<file path="src/rtl/datamem_arb_pkg.sv">
// Shared encodings for the data-memory port arbiter.
package datamem_arb_pkg;
  localparam logic ARB   = 1'b0;
  localparam logic LOCK1 = 1'b1;
  localparam logic M0    = 1'b0;
  localparam logic M1    = 1'b1;
  localparam int   BURST_CNT_W = 8;
endpackage

</file>
<file path="src/rtl/datamem_port_arbiter_rr_arb2.sv">
// Two-way round-robin picker: on contention the master not named by 'last' wins.
module rr_arb2 (
  input  logic [1:0] req,
  input  logic       last,
  output logic [1:0] gnt
);
  always_comb begin
    gnt = req;
    if (req == 2'b11) gnt = last ? 2'b01 : 2'b10;
  end
endmodule

</file>
<file path="src/rtl/datamem_port_arbiter.sv">
// Shares the datamem port A between the LSU (m0) and a secondary master (m1),
// with an m1 burst lock. Wait-cycle counters built only with DATAMEM_ARB_PERF_EN.
module datamem_port_arbiter
  import datamem_arb_pkg::*;
#(
  parameter int ADDR_W    = 14,
  parameter int DATA_W    = 32,
  parameter int BURST_MAX = 8
) (
  input  logic              core_clk,
  input  logic              nrst,
  input  logic              m0_req,
  input  logic [3:0]        m0_we,
  input  logic [ADDR_W-1:0] m0_addr,
  input  logic [DATA_W-1:0] m0_wdata,
  output logic              m0_gnt,
  output logic              m0_rvalid,
  output logic [DATA_W-1:0] m0_rdata,
  input  logic              m1_req,
  input  logic [3:0]        m1_we,
  input  logic [ADDR_W-1:0] m1_addr,
  input  logic [DATA_W-1:0] m1_wdata,
  output logic              m1_gnt,
  output logic              m1_rvalid,
  output logic [DATA_W-1:0] m1_rdata,
  input  logic              m1_lock,
  output logic [3:0]        mem_we,
  output logic [ADDR_W-1:0] mem_addr,
  output logic [DATA_W-1:0] mem_din,
  input  logic [DATA_W-1:0] mem_dout,
  output logic [31:0]       perf_m0_wait,
  output logic [31:0]       perf_m1_wait
);
  localparam logic [BURST_CNT_W-1:0] BMAX = BURST_CNT_W'(BURST_MAX);

  logic                   state_q, rr_last_q;
  logic [BURST_CNT_W-1:0] burst_cnt_q, cnt_nxt;
  logic [1:0]             rr_gnt, rvalid_q;
  logic [DATA_W-1:0]      m0_rdata_q, m1_rdata_q;

  rr_arb2 u_rr (.req({m1_req, m0_req}), .last(rr_last_q), .gnt(rr_gnt));

  always_comb begin
    m0_gnt = 1'b0;
    m1_gnt = 1'b0;
    if (nrst) begin
      if (state_q == ARB) {m1_gnt, m0_gnt} = rr_gnt;
      else                m1_gnt = m1_req;
    end
  end

  always_comb begin
    mem_we   = 4'h0;
    mem_addr = m0_addr;
    mem_din  = m0_wdata;
    if (m1_gnt) begin
      mem_we = m1_we; mem_addr = m1_addr; mem_din = m1_wdata;
    end else if (m0_gnt) begin
      mem_we = m0_we;
    end
  end

  // Count includes this cycle's grant, so the BURST_MAX-th beat releases the lock.
  assign cnt_nxt = (m1_gnt && burst_cnt_q < BMAX) ? burst_cnt_q + 1'b1 : burst_cnt_q;

  always_ff @(posedge core_clk) begin
    if (!nrst) begin
      state_q     <= ARB;
      rr_last_q   <= M1;
      burst_cnt_q <= '0;
    end else if (state_q == ARB) begin
      if (m0_req && m1_req) rr_last_q <= m1_gnt ? M1 : M0;
      if (m1_gnt && m1_lock && !(BMAX == 1 && m0_req)) begin
        state_q     <= LOCK1;
        burst_cnt_q <= 1;
      end
    end else begin
      burst_cnt_q <= cnt_nxt;
      if (!m1_lock || (cnt_nxt == BMAX && m0_req)) begin
        state_q     <= ARB;
        rr_last_q   <= M1;
        burst_cnt_q <= '0;
      end
    end
  end

  always_ff @(posedge core_clk) begin
    if (!nrst) begin
      rvalid_q   <= 2'b00;
      m0_rdata_q <= '0;
      m1_rdata_q <= '0;
    end else begin
      rvalid_q <= {m1_gnt & ~|m1_we, m0_gnt & ~|m0_we};
      if (rvalid_q[0]) m0_rdata_q <= mem_dout;
      if (rvalid_q[1]) m1_rdata_q <= mem_dout;
    end
  end

  // Reset mid-flight drops the pending response pulse.
  assign m0_rvalid = rvalid_q[0] & nrst;
  assign m1_rvalid = rvalid_q[1] & nrst;
  assign m0_rdata  = m0_rvalid ? mem_dout : m0_rdata_q;
  assign m1_rdata  = m1_rvalid ? mem_dout : m1_rdata_q;

`ifdef DATAMEM_ARB_PERF_EN
  logic [31:0] perf0_q, perf1_q;
  always_ff @(posedge core_clk) begin
    if (!nrst) begin
      perf0_q <= '0;
      perf1_q <= '0;
    end else begin
      if (m0_req && !m0_gnt) perf0_q <= perf0_q + 1'b1;
      if (m1_req && !m1_gnt) perf1_q <= perf1_q + 1'b1;
    end
  end
  assign perf_m0_wait = perf0_q;
  assign perf_m1_wait = perf1_q;
`else
  assign perf_m0_wait = '0;
  assign perf_m1_wait = '0;
`endif
endmodule
</file>
<file path="config.mk">
export PLATFORM = sky130hd
export DESIGN_NAME = datamem_port_arbiter
export DESIGN_NICKNAME = d
export VERILOG_FILES = /design/src/rtl/datamem_arb_pkg.sv /design/src/rtl/datamem_port_arbiter_rr_arb2.sv /design/src/rtl/datamem_port_arbiter.sv
export SDC_FILE = /design/constraint.sdc
export NUM_CORES = 1
export LEC_CHECK = 0
export CORE_AREA = 2 2 123 125
export CTS_BUF_LIST = sky130_fd_sc_hd__clkbuf_8
export DETAILED_ROUTE_END_ITERATION = 16
export DIE_AREA = 0 0 125 127
export PLACE_DENSITY = 0.85
export SLEW_MARGIN = 20
export SYNTH_ARGS = -nofsm -noshare
export SYNTH_HDL_FRONTEND = slang
export SYNTH_SLANG_ARGS = --single-unit
</file>
<file path="constraint.sdc">
create_clock -name core_clk -period 2.5 [get_ports core_clk]
set_clock_uncertainty 0.1 [all_clocks]
set_input_delay 0.25 -clock core_clk [delete_from_list [all_inputs] [get_ports core_clk]]
set_output_delay 0.25 -clock core_clk [all_outputs]
set_load 0.02 [all_outputs]
</file>
== Yosys cells after proc, flatten, opt, wreduce, memory -nomap -nowiden ==
Cells that the tools add are included.

* Output and inout port bits: 182
* Register bits after elaboration: 76
* Logic and storage cells: 51
* Input bits: 137

* Reduce and logical (&&, ||, !) cells: 13
* Magnitude comparators: 1
* Bitwise gates (word level): 4
* Equal/unequal tests: 3
* Multiplexer cells: 23
* $add $sub $neg: 1

{| class="wikitable"
|+ Operator list
! kind !! number
|-
| 2-to-1 mux 32 bit || 3
|-
| 2-to-1 mux 8 bit || 4
|-
| 2-to-1 mux 14 bit || 1
|-
| 2-to-1 mux 1 bit || 11
|-
| adder 8 x 1 -> 8 bit, second input constant || 1
|-
| equality test 8 x 4 -> 1 bit, second input constant || 1
|-
| < comparator 8 x 4 -> 1 bit, second input constant || 1
|-
| 2-to-1 mux 4 bit || 2
|-
| OR reduction 4 bit || 2
|-
| bitwise AND 1 bit || 4
|-
| logical AND 1 bit || 4
|-
| 2-to-1 mux 2 bit || 2
|-
| nonzero test 2 bit || 2
|-
| logical NOT 1 bit || 3
|-
| equality test 2 bit, second input constant || 1
|-
| != test 2 x 1 -> 1 bit, second input constant || 1
|-
| AND reduction 2 bit || 1
|-
| logical OR 1 bit || 1
|}

== Logic depth before layout (Yosys ltp) ==
* Word-level depth: 11
* Mapped depth: 6

== Cells and area by module ==
Synthesis repeated with hierarchy kept, for this count alone.

* Cells, all modules: 583
* Area, all modules: 4735.8 µm²

{| class="wikitable"
|+ Modules (own cells, without submodules)
! module !! sequential area each (µm²) !! area an instance (µm²) !! times used !! cells each
|-
| datamem_port_arbiter || 1521.5 || 4717.0 || 1 || 580
|-
| rr_arb2 || 0.0 || 18.8 || 1 || 3
|}

== Least setup slack after synthesis ==
OpenSTA, ideal clock, no wires.

* Path kind: reg2reg
* Start point: register burst_cnt_q[0]
* End point: register rr_last_q
* Cell stages (with the launch flop): 7
* Arrival: 2.241 ns
* Path buffers: 0
* Required time: 2.308 ns
* Path slack: 0.067 ns
* Library setup time: 0.092 ns
* Cell sequence: dfxtp_1 -> ha_1 -> or3b_2 -> or4_1 -> o311a_2 -> or3_4 -> o311ai_4

* Longest elaborated chain between the ends: 8

{| class="wikitable"
|+ Ends and longest elaborated chain
! element !! RTL line !! source
|-
| from (decl) || datamem_port_arbiter.sv:37 || <nowiki>logic [BURST_CNT_W-1:0] burst_cnt_q, cnt_nxt;</nowiki>
|-
| from (signal assigned) || datamem_port_arbiter.sv:78 || <nowiki>burst_cnt_q <= cnt_nxt;</nowiki>
|-
| < comparator 8 x 4 -> 1 bit || datamem_port_arbiter.sv:64 || <nowiki>assign cnt_nxt = (m1_gnt && burst_cnt_q < BMAX) ? burst_cnt_q + 1'b1 : burst_cnt_q;</nowiki>
|-
| logical AND 1 bit || datamem_port_arbiter.sv:64 ||
|-
| 2-to-1 mux 8 bit (*) || datamem_port_arbiter.sv:64 ||
|-
| equality test 8 x 4 -> 1 bit (*) || datamem_port_arbiter.sv:79 || <nowiki>if (!m1_lock || (cnt_nxt == BMAX && m0_req)) begin</nowiki>
|-
| logical AND 1 bit (*) || datamem_port_arbiter.sv:79 ||
|-
| logical OR 1 bit (*) || datamem_port_arbiter.sv:79 ||
|-
| != test 2 x 1 -> 1 bit (no source line) (*) || -- ||
|-
| AND reduction 2 bit (no source line) (*) || -- ||
|-
| to (signal assigned) || datamem_port_arbiter.sv:72 || <nowiki>if (m0_req && m1_req) rr_last_q <= m1_gnt ? M1 : M0;</nowiki>
|-
| to (decl) || datamem_port_arbiter.sv:36 || <nowiki>logic state_q, rr_last_q;</nowiki>
|}

Every way passes the cells marked *; elsewhere a longest branch is shown, timed or not.
A chain may end at the register's enable or synchronous reset.

== Final worst setup path ==
Ends and elaborated chain as after synthesis.

==> flow_summary.ini <==
[detailed_routing]
vias = 4204
antenna_left = 0
drt-vias-per-instance = 4.52
dr.pass1.iters = 4
finalWirelength_mm = 16.8
drc = 0
wl_per_cell_um = 18.1
dr.first_iter.drc_count = 153

[place]
dpl_cell_area_um2 = 7510
place.gp.congestion = 0.935
dp_hpwl_mm = 13.1
dp_worst_setup_slack_ns = -0.0760
io_buffers = 254

[timing]
layout_setup_ws_ns = 0.0397
period_needed_ns = 2.46
slew_headroom = 0.595
hold_violations = 0
tns_ns = 0
fmax_ghz = 0.406
max_slew.worst_pin.slew_ns = 0.607
rsz0062_at_grt = yes
setup_violations = 0
drv_slew = 0
finalCritPeriodShare = 0.984

[worst_setup_path]
path_class = reg2reg
cp-start-kind = flop
r2r_slack_ns = 0.04
worstPathArrival_ns = 2.62
worstSetupEndpointType = flop
cp_max_fo = 3
cp.required_ns = 2.66

[die]
core_um2 = 14400
die_y_um = 127
num_rows = 44
die_area_um2 = 15900
ios = 319
initial_core_util = 0.337
die_width_um = 125

[pwr]
vdd_drop_max_mv = 0.186
p_switching_mw = 0.871
power_frac_clock = 0.343
p_seq_frac = 0.397
combPwrFrac = 0.260
p_leak_nw = 3.07
power_density_nw_per_um2 = 397
total_power_mw = 3.08
p_int_mw = 2.21
switching_share = 0.282

[synth]
synth_top_area_frac = 0.313
synth_area_um2 = 4860
yosys_warnings = 0
ys_seq_area_frac = 0.313
synthCells = 479
synth.area.top_cells = dfxtp_1, mux2_2, mux2i_1
synth_top_area_cell = dfxtp_1
synth_cell_types = 32
ys_ff_latch = 76
syn_area_per_cell_um2 = 10.1

[clocking]
root_buffer = clkbuf_8
cts_tree = yes
cts_sinks = 76
htree_levels = 3
clk_path_buf_depth = 2
cts_buffers = 9
cts_hold_buffers = 0
cts.clk_slew.worst_paths_ns = 0.07
clk-insertion-delay-late_ns = 0.35

[layout]
multiInputGateArea_um2 = 2990
seqCellArea_um2 = 1520
area.growth.synth_to_final_pct = 59.8
final_cell_mix = clkdlybuf4s50_1, mux2_2, dfxtp_1
n_antenna_cell = 0
final_area_um2 = 7760
drive_above_1_share = 0.245
layout_commonest_cell = clkdlybuf4s50_1
nets = 879
fillerInstances = 1295

[global_route]
grt_pass1_wl_mm = 24.6
grt_max_degree = 59
track_usage = 0.201
grt_overflow_total = 0
grt_pass1_vias = 4256
antenna_found_initial = 1

[hold_path]
hold_class = in2reg

[outcome]
status = completed

[run]
maxCapViolCount = 0
[synthesized netlist by cell type]
cell,count
buf_4,64
and2_1,4
and3b_1,3
inv_1,5
o21ai_0,2
nand4_1,1
conb_1,1
or3b_2,1
clkbuf_1,17
and3_1,4
o32ai_1,2
o311ai_4,1
nand2_1,11
o21a_1,1
nor2b_1,68
a21boi_0,3
nor4_1,5
a21oi_1,4
a22o_1,4
dfxtp_1,76
or3_4,1
nor3_1,2
o2bb2ai_1,1
or4_1,2
mux2_2,111
nor2_1,5
o311a_2,1
or4_4,1
nand2b_1,1
mux2i_1,64
ha_1,1
buf_1,12
[worst max-delay path, stage by stage, from the launching register on]
cell and delay, ns:
dfxtp_1 0.31, ha_1 0.29, or3b_2 0.43, or4_1 0.40, o311a_2 0.17, or3_4 0.40
o311ai_4 0.26
[flip-flops by register name (all words and copies together), names as in the netlist]
signal       cells
rr_last_q        1
m1_rdata_q      32
state_q          1
m0_rdata_q      32
rvalid_q         2
burst_cnt_q      8
[layout make-up]
| type | count | area share |
|---|---|---|
| clock buffer | 10 | 0.0177 |
| clock inverter | 6 | 0.0113 |
| inverter | 5 | 0.00242 |
| multi-input combinational | 368 | 0.385 |
| sequential | 76 | 0.196 |
| tap | 184 | 0.0297 |
| timing repair buffer | 281 | 0.358 |
[path summary, 6_finish.rpt]
path                            cells past startpoint              to            from
worst min-delay path                                3       rr_last_q            nrst
worst min register to register                      1  burst_cnt_q[5]  burst_cnt_q[5]
worst max register to register                      6       rr_last_q  burst_cnt_q[0]
worst max-delay path                                6       rr_last_q  burst_cnt_q[0]
[cells by family (layout without fill, tap and decap cells)]
group | count (synthesis) | after routing | share of synthesized area
other | 1 | 64 | 0.000772
buffers and inverters | 98 | 302 | 0.125
AO/OA/AOI/OAI | 19 | 19 | 0.0327
adder cells (fa/ha/maj) | 1 | 1 | 0.00258
flip-flops | 76 | 76 | 0.313
multiplexers | 175 | 175 | 0.389
AND/OR/NAND/NOR | 109 | 109 | 0.136
[routing by layer]
metal	share of wire	track usage	vias up	routed length (um)
met5	0.00042	0	-	7
met3	0.074	0.0553	28	1240
met4	0.034	0.0869	2	572
met1	0.40	0.236	1936	6740
met2	0.49	0.345	182	8250
li1	-	-	2056	-
[power by group through the flow]
| stage | clock, mW | sequential (mW) | combinational [mW] |
|---|---|---|---|
| after floorplan | 0 | 1.25 | 0.429 |
| after global placement | 0 | 1.25 | 0.819 |
| after detailed placement | 0 | 1.25 | 0.824 |
| after CTS | 1.09 | 1.22 | 0.793 |
| after global routing | 1.15 | 1.23 | 0.846 |
| final | 1.06 | 1.22 | 0.803 |
[repair_timing]
item                       4_1_cts  5_1_grt
setup endpoints to repair       45       42
resized for setup               42       16
buffers inserted                 0        2
pin swaps                        0        1
cloned                           0        2
[per-stage QoR]
stage               hold WS [ns]   util  std cells
floorplan                  0.307      -        542
global placement           0.346  0.521        910
detailed placement         0.353  0.521        910
CTS                        0.217  0.534        926
global route               0.240  0.538        930
finish                     0.235  0.538        930
Power figures use the tool's default switching activity.
